File: config.mk
export PLATFORM = sky130hd
export DESIGN_NAME = cdb_broadcaster
export DESIGN_NICKNAME = d
export VERILOG_FILES = /design/src/rtl/cdb_broadcaster.sv
export SDC_FILE = /design/constraint.sdc
export NUM_CORES = 1
export LEC_CHECK = 0
export ABC_CLOCK_PERIOD_IN_PS = 9000
export BUFFER_PORTS_ARGS = -buffer_cell sky130_fd_sc_hd__buf_2
export CAP_MARGIN = 0
export CORE_MARGIN = 2
export CORE_UTILIZATION = 45
export DETAILED_ROUTE_END_ITERATION = 12
export GPL_TIMING_DRIVEN = 0
export SLEW_MARGIN = 10
export SYNTH_ARGS = -nofsm -noshare
export SYNTH_HDL_FRONTEND = slang
export SYNTH_SLANG_ARGS = --single-unit
export TNS_END_PERCENT = 1
File: constraint.sdc
create_clock -name clock -period 9 [get_ports clock]
set_input_delay 0.45 -clock clock [delete_from_list [all_inputs] [get_ports clock]]
set_output_delay 0.45 -clock clock [all_outputs]
set_load 0.02 [all_outputs]
File: src/rtl/cdb_broadcaster.sv
// Common Data Bus broadcaster: per-FU completion FIFOs, round-robin arbiter, one registered broadcast per cycle.
// Accept-to-broadcast latency is one edge; fu_ready drops while a FIFO is full. CDB_BYPASS_EN adds empty-FIFO bypass.
module cdb_broadcaster #(
  parameter int NUM_FU   = 4,
  parameter int FU_DEPTH = 2,
  parameter int TAG_W    = 3,
  parameter int XLEN     = 32
) (
  input  logic                        clock,
  input  logic                        reset,
  input  logic                        squash,
  input  logic [NUM_FU-1:0]           fu_valid,
  input  logic [NUM_FU*TAG_W-1:0]     fu_rob_tag,
  input  logic [NUM_FU*XLEN-1:0]      fu_value,
  output logic [NUM_FU-1:0]           fu_ready,
  output logic                        cdb_valid,
  output logic [TAG_W-1:0]            cdb_rob_tag,
  output logic [XLEN-1:0]             cdb_value,
  output logic [$clog2(NUM_FU)-1:0]   cdb_fu_id
);

  localparam int PTR_W = $clog2(FU_DEPTH);
  localparam int CNT_W = PTR_W + 1;
  localparam int ID_W  = $clog2(NUM_FU);
  localparam logic [CNT_W-1:0] FULL    = CNT_W'(FU_DEPTH);
  localparam logic [ID_W-1:0]  LAST_ID = ID_W'(NUM_FU - 1);

  logic [TAG_W-1:0] tag_mem_q [NUM_FU][FU_DEPTH];
  logic [XLEN-1:0]  val_mem_q [NUM_FU][FU_DEPTH];
  logic [PTR_W-1:0] wr_ptr_q  [NUM_FU];
  logic [PTR_W-1:0] rd_ptr_q  [NUM_FU];
  logic [CNT_W-1:0] count_q   [NUM_FU];

  logic [ID_W-1:0]  rr_ptr_q, rr_ptr_d;
  logic             cdb_valid_q, cdb_valid_d;
  logic [TAG_W-1:0] cdb_tag_q, cdb_tag_d;
  logic [XLEN-1:0]  cdb_val_q, cdb_val_d;
  logic [ID_W-1:0]  cdb_id_q, cdb_id_d;

  logic [NUM_FU-1:0] req, byp_req, push, pop;
  logic              found, win_byp;
  logic [ID_W-1:0]   win;
  logic [TAG_W-1:0]  win_tag;
  logic [XLEN-1:0]   win_val;
  int                arb_idx;

  always_comb begin
    fu_ready = '0;
    req      = '0;
    byp_req  = '0;
    for (int i = 0; i < NUM_FU; i++) begin
      fu_ready[i] = (count_q[i] != FULL);
      req[i]      = (count_q[i] != '0);
`ifdef CDB_BYPASS_EN
      byp_req[i]  = (count_q[i] == '0) && fu_valid[i];
`endif
    end
  end

  // First requester at or after rr_ptr, wrapping.
  always_comb begin
    found   = 1'b0;
    win     = '0;
    arb_idx = 0;
    for (int k = 0; k < NUM_FU; k++) begin
      arb_idx = int'(rr_ptr_q) + k;
      if (arb_idx >= NUM_FU) arb_idx = arb_idx - NUM_FU;
      if (!found && (req[arb_idx] || byp_req[arb_idx])) begin
        found = 1'b1;
        win   = arb_idx[ID_W-1:0];
      end
    end
  end

  always_comb begin
    // A winner with an empty FIFO can only be a bypass; the FIFO head always wins otherwise.
    win_byp = found && !req[win];
    win_tag = tag_mem_q[win][rd_ptr_q[win]];
    win_val = val_mem_q[win][rd_ptr_q[win]];
    if (win_byp) begin
      win_tag = fu_rob_tag[int'(win)*TAG_W +: TAG_W];
      win_val = fu_value[int'(win)*XLEN +: XLEN];
    end

    push = '0;
    pop  = '0;
    for (int i = 0; i < NUM_FU; i++) begin
      push[i] = fu_valid[i] && fu_ready[i] && !squash && !(win_byp && (win == ID_W'(i)));
      pop[i]  = found && !win_byp && (win == ID_W'(i)) && !squash;
    end

    cdb_valid_d = 1'b0;
    cdb_tag_d   = cdb_tag_q;
    cdb_val_d   = cdb_val_q;
    cdb_id_d    = cdb_id_q;
    rr_ptr_d    = rr_ptr_q;
    if (found && !squash) begin
      cdb_valid_d = 1'b1;
      cdb_tag_d   = win_tag;
      cdb_val_d   = win_val;
      cdb_id_d    = win;
      rr_ptr_d    = (win == LAST_ID) ? '0 : win + 1'b1;
    end
  end

  always_ff @(posedge clock or negedge reset) begin
    if (!reset) begin
      rr_ptr_q    <= '0;
      cdb_valid_q <= 1'b0;
      cdb_tag_q   <= '0;
      cdb_val_q   <= '0;
      cdb_id_q    <= '0;
      for (int i = 0; i < NUM_FU; i++) begin
        wr_ptr_q[i] <= '0;
        rd_ptr_q[i] <= '0;
        count_q[i]  <= '0;
      end
    end else begin
      rr_ptr_q    <= rr_ptr_d;
      cdb_valid_q <= cdb_valid_d;
      cdb_tag_q   <= cdb_tag_d;
      cdb_val_q   <= cdb_val_d;
      cdb_id_q    <= cdb_id_d;
      for (int i = 0; i < NUM_FU; i++) begin
        if (squash) begin
          wr_ptr_q[i] <= '0;
          rd_ptr_q[i] <= '0;
          count_q[i]  <= '0;
        end else begin
          if (push[i]) wr_ptr_q[i] <= wr_ptr_q[i] + 1'b1;
          if (pop[i])  rd_ptr_q[i] <= rd_ptr_q[i] + 1'b1;
          if (push[i] && !pop[i])      count_q[i] <= count_q[i] + 1'b1;
          else if (pop[i] && !push[i]) count_q[i] <= count_q[i] - 1'b1;
        end
      end
    end
  end

  always_ff @(posedge clock) begin
    for (int i = 0; i < NUM_FU; i++) begin
      if (push[i]) begin
        tag_mem_q[i][wr_ptr_q[i]] <= fu_rob_tag[i*TAG_W +: TAG_W];
        val_mem_q[i][wr_ptr_q[i]] <= fu_value[i*XLEN +: XLEN];
      end
    end
  end

  assign cdb_valid   = cdb_valid_q;
  assign cdb_rob_tag = cdb_tag_q;
  assign cdb_value   = cdb_val_q;
  assign cdb_fu_id   = cdb_id_q;

endmodule

# == Yosys cells after proc, flatten, opt, wreduce, memory -nomap -nowiden ==
# Memories as Yosys holds them, arrays and structs flattened.
# Cells that the tools add are included.
# word_totals
ff_bits,56
in_bits,147
latchBits,0
word_cells,266
ramBits,280
memories,2
rom_bits,0
output_inout_bits,42
# classes
eq_ne,7
n_addsub,24
muxes,107
n_lt_le_gt_ge,19
n_mul,1
n_shift,2
n_reduce_logical,81
n_bitwise,6
div_mod_pow,0
# memory_table
memory,depth,word_bits,rd,rd_ports_with_merged_regs,wr,line_no,rtl
val_mem_q,4,64,1,0,4,29,logic [XLEN-1:0] val_mem_q [NUM_FU][FU_DEPTH];
tag_mem_q,4,6,1,0,4,28,logic [TAG_W-1:0] tag_mem_q [NUM_FU][FU_DEPTH];
# ops
operator,n
$mux W32,12
$mux W64,4
$demux W32 S1,4
$lt A32 B4 Y1 const B,4
$shiftx A128 B8 Y32,1
$mux W1,44
$logic_and A1 B1 Y1,42
$mux W2,17
$mux W3,8
$mux W6,4
$reduce_bool A2 Y1,12
$bmux W1 S2,10
$logic_not A1 Y1,18
$demux W3 S1,4
$ge A3 B3 Y1 const B,4
$reduce_bool A3 Y1,4
$shiftx A12 B5 Y3,1
$sub A3 B3 Y4 const B,3
$add A2 B1 Y2 const B,5
$ge A2 B2 Y1 const B,5
$not A1 Y2,5
$add A1 B1 Y1 const B,8
$lt A2 B1 Y1 const B,4
$ne A2 B2 Y1 const B,4
12 further kinds,20

# == Longest topological paths before layout ==
# Gate-level depths: netlist of the first run.
# depth
depth_word,28
ltp_mapped,12
ltp_nobuf,10

# == Least setup slack after synthesis of the first run ==
# OpenSTA, ideal clock, no wires.
# synth_timing
path_kind,register -> register
start,register count_q[2] in the netlist's numbering
end,memory tag_mem_q[2][0] in the netlist's numbering (enable)
setup_ns,0.478
setup_slack_ns,4.988
arrival_time_ns,3.534
stages_incl_launch_ff,4
n_path_buf,0
required_ns,8.522
synth_period_minus_slack_ns,4.012
cell_sequence,dfrtp_1 > nand2b_1 > nand2_1 > nor3b_1
# synth_lines
item,line_no,rtl
"start, declared",32,logic [CNT_W-1:0] count_q [NUM_FU];
"start signal, assigned by index",132,if (push[i] && !pop[i]) count_q[i] <= count_q[i] + 1'b1;
"start signal, assigned by index",133,else if (pop[i] && !push[i]) count_q[i] <= count_q[i] - 1'b1;
"end, declared",28,

# == Worst setup path after layout of the first run ==
# layout_timing
start,register count_q[5] in the netlist's numbering
end,register count_q[7] in the netlist's numbering
# layout_between
elab_chain_cells,27
elab_cells_between_ends,50
# layout_lines
item,line_no,rtl
$reduce_bool A2 Y1 *,53,req[i] = (count_q[i] != '0);
$bmux W1 S2,68,if (!found && (req[arb_idx] || byp_req[arb_idx])) begin
$mux W1 (implied by the code) (2 in a row),68,
$logic_or A1 B1 Y1,68,
$mux W1,68,
$logic_not A1 Y1,68,
$logic_and A1 B1 Y1,68,
$mux W1,68,
(+6 left out),-,
via win[1],42,logic [ID_W-1:0] win;
(+2 left out),-,
$logic_not A1 Y1,77,win_byp = found && !req[win];
$logic_and A1 B1 Y1,77,
$logic_not A1 Y1,89,pop[i] = found && !win_byp && (win == ID_W'(i)) && !squash;
$logic_and A1 B1 Y1 (3 in a row),89,
$logic_not A1 Y1,132,
$logic_and A1 B1 Y1,132,
$mux W2,132,
$mux W2,125,if (squash) begin
# The timed path passes the listed nets; every way through them passes the cells marked *. The select of a mux whose other input is x is not followed.
# A chain may end at the register's enable or synchronous reset.

==> flow_metrics.py, run 1 <==
metrics = {
    "min_path": {
        "holdCritPathClass": "input port to register",
        "hold_start": "fu_value[6]",
    },
    "floorplan": {
        "die_y_um": 180,
        "die_w_um": 180,
        "io_pins": 189,
        "num_rows": 64,
        "start_util_pct": 45.6,
        "die_area_sq_mm": 0.0324,
        "core_area_sq_mm": 0.0306,
    },
    "clock_network": {
        "clockRootBuffer": "clkbuf_16",
        "clkLatencyLatePin_ps": 530,
        "cts_tree": "yes",
        "clk_pin_slew_ps": 60,
        "clkSinkCount": 336,
        "htreeDepth": 2,
        "cts_buffer_depth": 3,
        "cts_buffers": 37,
        "cts-resized-gates": 0,
    },
    "timing": {
        "fin_crit_ps": 2950,
        "rsz0062_at_grt": "no",
        "skew_ps": 22.4,
        "slew_violations": 0,
        "slew_headroom_pct": 44.7,
        "finalSetupViolCount": 0,
        "finalCritPeriodShare_pct": 32.8,
        "tightest_slew_ps": 825,
        "hold_viol": 0,
        "tns_ps": 0,
        "fmax_ghz": 0.339,
    },
    "yosys": {
        "synth_compound_area_share_pct": 11.4,
        "syn_avg_cell_area_sq_um": 14.9,
        "synth-xor-area-share_pct": 1.26,
        "syn_nets": 1090,
        "synth.area.mux_share_pct": 0.161,
        "synth_commonest_cells": "280 x edfxtp_1, 74 x nor3b_1, 71 x a31oi_1",
        "synth-adder-area-share_pct": 0.359,
        "ys.flop_type": "edfxtp_1",
        "synthArstFlopShare_pct": 16.7,
        "ys_ff_latch": 336,
        "yosysTopAreaCellShare_pct": 60.2,
        "synthTopCellsByArea": "edfxtp_1 60%, dfrtp_1 10%, nor3b_1 4.0%, nand3b_1 3.8%, a31oi_1 3.2%",
        "synth-simple-area-share_pct": 13.5,
        "yosysMostFrequentCell": "edfxtp_1",
        "synthCells": 939,
        "ys_seq_area_share_pct": 70.3,
        "synth_top_family_by_area": "simple AND/OR/NAND/NOR gates",
        "ys_types": 48,
        "yosysWarnings": 0,
        "netlist_area_sq_mm": 0.0140,
        "synth_edf_count": 280,
        "yosysTopAreaCell": "edfxtp_1",
    },
    "run_status": {
        "status": "finished clean",
    },
    "global_routing": {
        "grt_pass1_vias": 9526,
        "antenna_found_initial": 2,
        "grt_pass1_wl_um": 60000,
        "grt_max_degree": 35,
        "grt_usage_pct": 25.1,
        "overflow": 0,
    },
    "route": {
        "remaining_drc_errors": 0,
        "drt_iter0_drc": 882,
        "ant_nets": 0,
        "vias": 9563,
        "drt_wl_total_um": 41500,
        "vias_per_cell": 5.89,
        "first_pass_iters": 5,
        "wl_per_cell_um": 25.5,
    },
    "critical_path": {
        "critPathKind": "register to register",
        "crit_slowest_cell": "dfrtp_1",
        "worstPathCellList": "or2_1, o21bai_4, a21oi_4, buf_2, buf_2, inv_1, ha_1, nor2b_1, xnor2_1, nand2_1, o21ai_0, nor2_1",
        "cp.arrival_ps": 3320,
        "crit_start": "count_q[5]",
        "critical_path.max_fanout": 11,
        "worst_setup_path_start_kind": "register",
        "crit_top_cell": "buf_2",
        "critPathBufInv": 3,
        "timing.rr.start": "count_q[5]",
        "worstPathRequired_ps": 9370,
        "cpLargestDelayFamily": "buffers and inverters",
        "cpPeakStageDelay_ps": 470,
        "cp-end-kind": "register",
    },
    "place": {
        "portBuffers": 187,
        "globalplace.congestion": 0.784,
        "place_hpwl_um": 29200,
    },
    "power_and_ir_drop": {
        "power_density_mw_per_mm2": 396,
        "ir_drop_mv": 0.196,
        "p_leak_uw": 0.00605,
        "power_uw": 6700,
    },
    "cells_and_area": {
        "drive_gt1_share_pct": 26.5,
        "num-fill-cells": 2597,
        "syn_to_final_growth_pct": 21.3,
        "nets": 1350,
    },
    "run": {
        "cap_violations": 0,
    },
}
[layer usage]
layer / GRT usage, % / vias up / share of wire, %
li1: - / 4204 / -
met5: 0 / - / 0.029
met1: 34.7 / 4779 / 43
met2: 40.1 / 501 / 47
met4: 7.52 / 2 / 2.5
met3: 5.46 / 77 / 8.3
[where the power goes]
| part | total, uW | switching, uW | internal (uW) |
|---|---|---|---|
| Sequential | 2060 | 128 | 1930 |
| Combinational | 3180 | 1990 | 1200 |
| Clock | 1460 | 601 | 859 |
[cells by family (layout without fill, tap and decap cells)]
family	after synthesis	count (layout)
flops	336	336
buf+inv	81	369
other cells	0	1
fa+ha+maj	4	4
mux	2	2
xor+xnor	20	20
simple gates	301	301
compound gates	195	195
[cell usage in the layout (no fill, tap or decap), drive strengths merged, types with 7 or more instances in the layout]
cell,count
nand3b,70
o32ai,35
nand2,13
xor2,13
a21o,35
clkbuf,96
clkinv,11
nand3,36
dfrtp,56
xnor2,7
a31oi,71
a32o,35
and2,35
nor3b,74
nor2,53
buf,253
edfxtp,280
[registers in the layout, indices dropped and copies added, names as in the netlist, 2 cells and up]
signal	cells
count_q	8
cdb_value	32
val_mem_q	256
cdb_fu_id	2
rd_ptr_q	4
cdb_rob_tag	3
tag_mem_q	24
wr_ptr_q	4
rr_ptr_q	2
[cell type report]
class | count | area (sq um) | area share [%]
sequential | 336 | 9810 | 58.0
multi-input combinational | 522 | 3760 | 22.2
timing repair buffer | 221 | 1250 | 7.39
clock buffer | 52 | 1020 | 6.05
tap | 396 | 495 | 2.93
buffer | 77 | 409 | 2.42
clock inverter | 15 | 156 | 0.924
inverter | 4 | 15.0 | 0.0887
antenna | 1 | 2.50 | 0.0148
[per-stage QoR]
stage	area (sq um)	hold WS, ps	instances	utilization [%]	setup slack [ps]
6_report	16900	109	1624	55.3	6050
5_1_grt	16900	89.5	1623	55.3	5850
4_1_cts	16900	89.3	1623	55.3	6030
3_5_place_dp	15700	389	1555	51.4	6050
3_3_place_gp	15400	490	1522	50.3	1930
2_1_floorplan	14000	154	939	-	4990
[path summary, 6_finish.rpt]
kind | slack, ps | to | cells past startpoint
max | 6050 | count_q[7] | 12
min | 110 | val_mem_q[0][6] | 1
max reg2reg | 6050 | count_q[7] | 12
min reg2reg | 510 | cdb_fu_id[0] | 1
max in group asynchronous | 8070 | cdb_value[22] | 3
min in group asynchronous | 380 | cdb_value[17] | 2
[timing repair]
action | 4_1_cts | 5_1_grt
setup endpoints to repair | 0 | 0
endpoints found under the hold margin | 22 | 0
setup buffers | 0 | 0
hold buffers | 1 | 0
(Power assumes the default switching activity.)
==> inputs of run 2 (changes only) <==
--- a/config.mk
+++ b/config.mk
@@ -5,7 +5,8 @@
 export SDC_FILE = /design/constraint.sdc
 export NUM_CORES = 1
 export LEC_CHECK = 0
-export ABC_CLOCK_PERIOD_IN_PS = 9000
+export ABC_AREA = 1
+export ABC_CLOCK_PERIOD_IN_PS = 2800
 export BUFFER_PORTS_ARGS = -buffer_cell sky130_fd_sc_hd__buf_2
 export CAP_MARGIN = 0
 export CORE_MARGIN = 2
==> constraint.sdc (replaced) <==
create_clock -name clock -period 2.8 [get_ports clock]
set_input_delay 0.14 -clock clock [delete_from_list [all_inputs] [get_ports clock]]
set_output_delay 0.14 -clock clock [all_outputs]
set_load 0.02 [all_outputs]
==> flow_metrics.py, run 2 <==
metrics = {
    "run_status": {
        "status": "finished clean",
    },
    "clock_network": {
        "clkSinkCount": 336,
        "clk_pin_slew_ps": 60,
        "cts_buffer_depth": 3,
        "clockRootBuffer": "clkbuf_16",
        "htreeDepth": 2,
        "cts_tree": "yes",
        "clkLatencyLatePin_ps": 530,
        "cts_buffers": 37,
    },
    "run": {
        "cap_violations": 0,
    },
    "cells_and_area": {
        "final_common_cell": "nand2_1",
        "nets": 1809,
        "syn_to_final_growth_pct": 31.3,
        "final_cell_mix": "411 x nand2_1, 280 x edfxtp_1, 235 x buf_2",
        "largest_reg_flops": 256,
        "drive_gt1_share_pct": 21.3,
        "design_area_sq_mm": 0.0187,
    },
    "route": {
        "drt_wl_total_um": 44200,
        "vias_per_cell": 5.52,
        "ant_nets": 0,
        "first_pass_iters": 6,
        "wl_per_cell_um": 21.1,
        "drt_iter0_drc": 1069,
        "remaining_drc_errors": 0,
        "vias": 11500,
    },
    "floorplan": {
        "die_w_um": 182,
        "die_area_sq_mm": 0.0331,
        "start_util_pct": 45.4,
        "die_y_um": 182,
        "io_pins": 189,
        "num_rows": 65,
        "core_area_sq_mm": 0.0314,
    },
    "yosys": {
        "ys.flop_type": "edfxtp_1",
        "yosysTopAreaCell": "edfxtp_1",
        "syn_avg_cell_area_sq_um": 11.2,
        "synthCells": 1274,
        "ys_types": 24,
        "ys_ff_latch": 336,
        "synthArstFlopShare_pct": 16.7,
        "synth_commonest_cells": "413 x nand2_1, 280 x edfxtp_1, 203 x nand3_1",
        "netlist_area_sq_mm": 0.0142,
        "synthTopCellsByArea": "edfxtp_1 59%, nand2_1 11%, dfrtp_1 9.8%, nand3_1 7.1%, nand4_1 6.5%",
        "syn_nets": 1425,
        "yosysMostFrequentCell": "nand2_1",
        "synth_edf_count": 280,
        "yosysTopAreaCellShare_pct": 59.1,
        "ys_seq_area_share_pct": 68.9,
        "yosysWarnings": 0,
    },
    "timing": {
        "finalCritPeriodShare_pct": 93.9,
        "tightest_slew_ps": 741,
        "fmax_ghz": 0.380,
        "slew_violations": 0,
        "finalSetupViolCount": 0,
        "skew_ps": 24.0,
        "fin_crit_ps": 2630,
        "slew_headroom_pct": 50.6,
        "hold_viol": 0,
        "rsz0062_at_grt": "yes",
    },
    "critical_path": {
        "critPathKind": "register to register",
        "worst_setup_path_start_kind": "register",
        "critical_path.max_fanout": 10,
        "worstPathRequired_ps": 3200,
        "reg2reg_depth": 19,
        "cp.arrival_ps": 3030,
        "cp-end-kind": "register",
    },
    "min_path": {
        "holdCritPathClass": "input port to register",
        "hold-path-cell-count": 4,
    },
    "global_routing": {
        "grt_pass1_vias": 11600,
        "grt_usage_pct": 26.4,
        "overflow": 0,
        "antenna_found_initial": 1,
        "grt_pass1_wl_um": 66000,
        "grt_max_degree": 31,
    },
    "place": {
        "place_hpwl_um": 29600,
        "post_dp_cell_area_sq_mm": 0.0159,
        "portBuffers": 188,
        "globalplace.congestion": 0.857,
    },
}
[run 2: logic make-up (layout without fill, tap and decap cells)]
| group | Yosys count | in the layout | share of synthesized area (%) |
|---|---|---|---|
| fa+ha+maj | 4 | 4 | 0.352 |
| other cells | 0 | 1 | 0 |
| xor+xnor | 4 | 4 | 0.246 |
| simple gates | 791 | 791 | 25.6 |
| buf+inv | 119 | 532 | 4.13 |
| compound gates | 20 | 20 | 0.782 |
| flops | 336 | 336 | 68.9 |
[run 2: critical path: stages (launching register included)]
cell      delay [ps]
dfrtp_1          370
buf_6            140
inv_4            100
nand2_1           70
nand2_2          120
nand2_1           70
nand2_1           60
nand2_1          100
nand2_1          120
nand2_4          120
nand3_4          140
buf_4            210
nand2_1           90
nand2_1           70
nand2_1           90
nand2_4          150
clkbuf_4         240
nand2_1           70
nand3_1          130
nand2_1           70
[run 2: per-stage QoR]
stage | hold WS [ps] | utilization (%) | instances | setup WS, ps | setup TNS [ps]
after floorplan | -156 | - | 1274 | 24.1 | 0
after global placement | 328 | 50.0 | 1864 | -1420 | -327730
after detailed placement | 120 | 50.8 | 1873 | -390 | -2530
after CTS | 42.5 | 59.2 | 2082 | 4.85 | 0
after global routing | 79.6 | 59.5 | 2089 | -42.7 | -143
final | 57.7 | 59.6 | 2090 | 171 | 0
[run 2: path summary, 6_finish.rpt]
path / startpoint / to / slack, ps
hold / removal: fu_valid[3] / count_q[0] / 60
max in group asynchronous: reset / cdb_rob_tag[1] / 2150
min in group asynchronous: reset / count_q[0] / 110
hold reg to reg: cdb_value[11] / cdb_value[11] / 470
setup reg to reg: rr_ptr_q[0] / cdb_value[5] / 170
setup / recovery: rr_ptr_q[0] / cdb_value[5] / 170
[run 2: timing repair]
item                                    4_1_cts  5_1_grt
gates resized for setup                       6       25
hold buffers                                141        0
hold endpoints to repair                    336        0
pin swaps                                     1        5
endpoints found under the setup margin       20       43
gates cloned                                  0        0
buffers inserted                              1        7
[run 2: area by class of cell]
cell class                 count  area [sq um]
tap                          402           503
multi-input combinational    819          3930
timing repair buffer         346          2610
inverter                      26           103
clock inverter                19           170
fill                        2620         12700
sequential                   336          9810
buffer                        92           526
clock buffer                  49          1040
antenna                        1          2.50
[run 2: layer usage]
metal  vias up  wire length, um  global-route usage [%]
li1       5345                -                       -
met1      5576            18100                    35.2
met2       537            21500                    44.9
met3        79             3570                    3.73
met4         0             1030                    8.61
met5         -                0                       0
Power of run 2 is not shown: default switching activity piles up to over one toggle a cycle in this logic, so the estimate is an artifact.
==> inputs of run 3 (changes only) <==
--- a/config.mk
+++ b/config.mk
@@ -5,7 +5,7 @@
 export SDC_FILE = /design/constraint.sdc
 export NUM_CORES = 1
 export LEC_CHECK = 0
-export ABC_AREA = 1
+export ABC_AREA = 0
 export ABC_CLOCK_PERIOD_IN_PS = 2800
 export BUFFER_PORTS_ARGS = -buffer_cell sky130_fd_sc_hd__buf_2
 export CAP_MARGIN = 0
==> flow_metrics.py, run 3 (synthesized netlist as in run 1, its figures left out) <==
metrics = {
    "run_status": {
        "status": "finished clean",
    },
    "route": {
        "drt_wl_total_um": 43200,
        "vias": 10100,
        "drt_iter0_drc": 990,
        "ant_nets": 0,
        "vias_per_cell": 5.76,
        "wl_met1_um": 17800,
        "highest_layer": "met5",
        "met3_length_um": 3800,
        "dr_wl_met2_um": 20300,
        "first_pass_iters": 5,
        "remaining_drc_errors": 0,
        "wl_per_cell_um": 24.5,
    },
    "critical_path": {
        "cp.depth": 5,
        "cp.arrival_ps": 3070,
        "cp-end-kind": "register",
        "reg2reg_depth": 5,
        "cpPeakStageDelay_ps": 640,
        "timing.rr.start": "count_q[3]",
        "crit_slowest_cell": "clkbuf_1",
        "cpLargestDelayFamily": "buffers and inverters",
        "critPathBufInv": 2,
        "critPathKind": "register to register",
        "worstPathCellList": "nor2_2, a31oi_1, clkbuf_1, clkbuf_1, a31oi_1",
        "worst_setup_path_start_kind": "register",
        "critical_path.max_fanout": 10,
        "crit_start": "count_q[3]",
        "r2r_setup_slack_ps": 90,
        "worstPathRequired_ps": 3160,
        "crit_end": "cdb_value[17]",
        "r2r-end": "cdb_value[17]",
    },
    "timing": {
        "tightest_slew_ps": 908,
        "hold_viol": 0,
        "finalSetupViolCount": 0,
        "skew_ps": 20.2,
        "rsz0062_at_grt": "yes",
        "slew_violations": 0,
        "slew_headroom_pct": 39.2,
        "finalCritPeriodShare_pct": 96.8,
        "setup_ws_ps": 91.0,
        "fin_crit_ps": 2710,
        "fmax_ghz": 0.369,
    },
    "cells_and_area": {
        "num-fill-cells": 2428,
        "antennaDiodeCount": 0,
        "final_cell_mix": "280 x edfxtp_1, 199 x buf_2, 141 x dlygate4sd3_1",
        "nets": 1489,
        "final_common_cell": "edfxtp_1",
        "finalCoreUtilization_pct": 60.0,
        "syn_to_final_growth_pct": 31.5,
        "drive_gt1_share_pct": 23.9,
        "largest_reg_flops": 256,
    },
    "floorplan": {
        "start_util_pct": 45.6,
        "die_y_um": 180,
        "die_w_um": 180,
        "io_pins": 189,
        "num_rows": 64,
        "die_area_sq_mm": 0.0324,
        "core_area_sq_mm": 0.0306,
    },
    "global_routing": {
        "grt_max_degree": 41,
        "grt_pass1_vias": 10300,
        "antenna_found_initial": 1,
        "grt_usage_pct": 26.2,
        "overflow": 0,
        "grt_pass1_wl_um": 63100,
    },
    "power_and_ir_drop": {
        "ir_drop_mv": 0.615,
        "power_density_mw_per_mm2": 1190,
        "p_leak_uw": 0.00664,
    },
    "clock_network": {
        "cts_tree": "yes",
        "cts_buffers": 36,
        "cts_buffer_depth": 3,
        "clockRootBuffer": "clkbuf_16",
        "clkSinkCount": 336,
        "htreeDepth": 2,
        "clk_pin_slew_ps": 60,
        "clkLatencyLatePin_ps": 530,
    },
    "place": {
        "portBuffers": 187,
        "globalplace.congestion": 0.791,
        "pre_cts_ws_ps": -174,
        "place_hpwl_um": 28900,
    },
    "run": {
        "cap_violations": 0,
    },
    "min_path": {
        "holdCritPathClass": "input port to register",
    },
}
-- run 3: worst register-to-register path, cell delays in order, from the launching register on --
cell,delay (ps)
dfrtp_1,500
nor2_2,120
a31oi_1,490
clkbuf_1,640
clkbuf_1,610
a31oi_1,190
-- run 3: how the worst min path moves through the flow --
stage                 startpoint               end  slack, ps  cells after the start
floorplan                  reset      cdb_fu_id[0]       -160                      0
global placement    fu_value[97]  val_mem_q[3][33]        330                      1
detailed placement         reset     cdb_value[20]         50                      1
CTS                  fu_valid[0]        count_q[7]          9                      4
global route         fu_valid[0]        count_q[7]         40                      4
finish               fu_valid[0]        count_q[7]          9                      4
-- run 3: area by class of cell --
type	instances	area, sq um	area share [%]
clock inverters	20	179	0.975
plain buffers	77	425	2.32
flip-flops and latches	336	9810	53.4
inverters	4	17.5	0.0954
repair buffers	361	2680	14.6
well taps	396	495	2.70
clock buffers	45	977	5.32
multi-input cells	522	3770	20.5
-- run 3: where the power goes --
group / internal (uW) / total, uW / switching (uW)
clock: 2760 / 4690 / 1930
combinational: 4060 / 10600 / 6510
sequential: 6210 / 6630 / 418
total: 13000 / 21900 / 8860
-- run 3: metal layers --
layer | vias up | global-route usage [%]
met5 | - | 0
met4 | 2 | 9.52
met3 | 97 | 5.07
met2 | 573 | 42.1
met1 | 4982 | 35.6
li1 | 4485 | -
-- run 3: repair_timing --
item                                    4_1_cts  5_1_grt
endpoints found under the setup margin        7       22
hold buffers                                141        0
pin swaps                                     0        1
setup buffers                                 0        2
gates cloned                                  0        0
gates resized for setup                       2        9
hold endpoints to repair                    336        0
-- run 3: stage by stage --
step                power [uW]  std cells  hold WS [ps]  area [sq um]  setup TNS, ps
detailed placement       16900       1553          51.1         15800           -556
global placement         16700       1522           327         15400        -910810
finish                   21900       1761          9.08         18400              0
floorplan                13400        939          -156         14000        -260190
global route             22800       1761          37.6         18400          -41.7
CTS                      21700       1759          8.80         18300              0
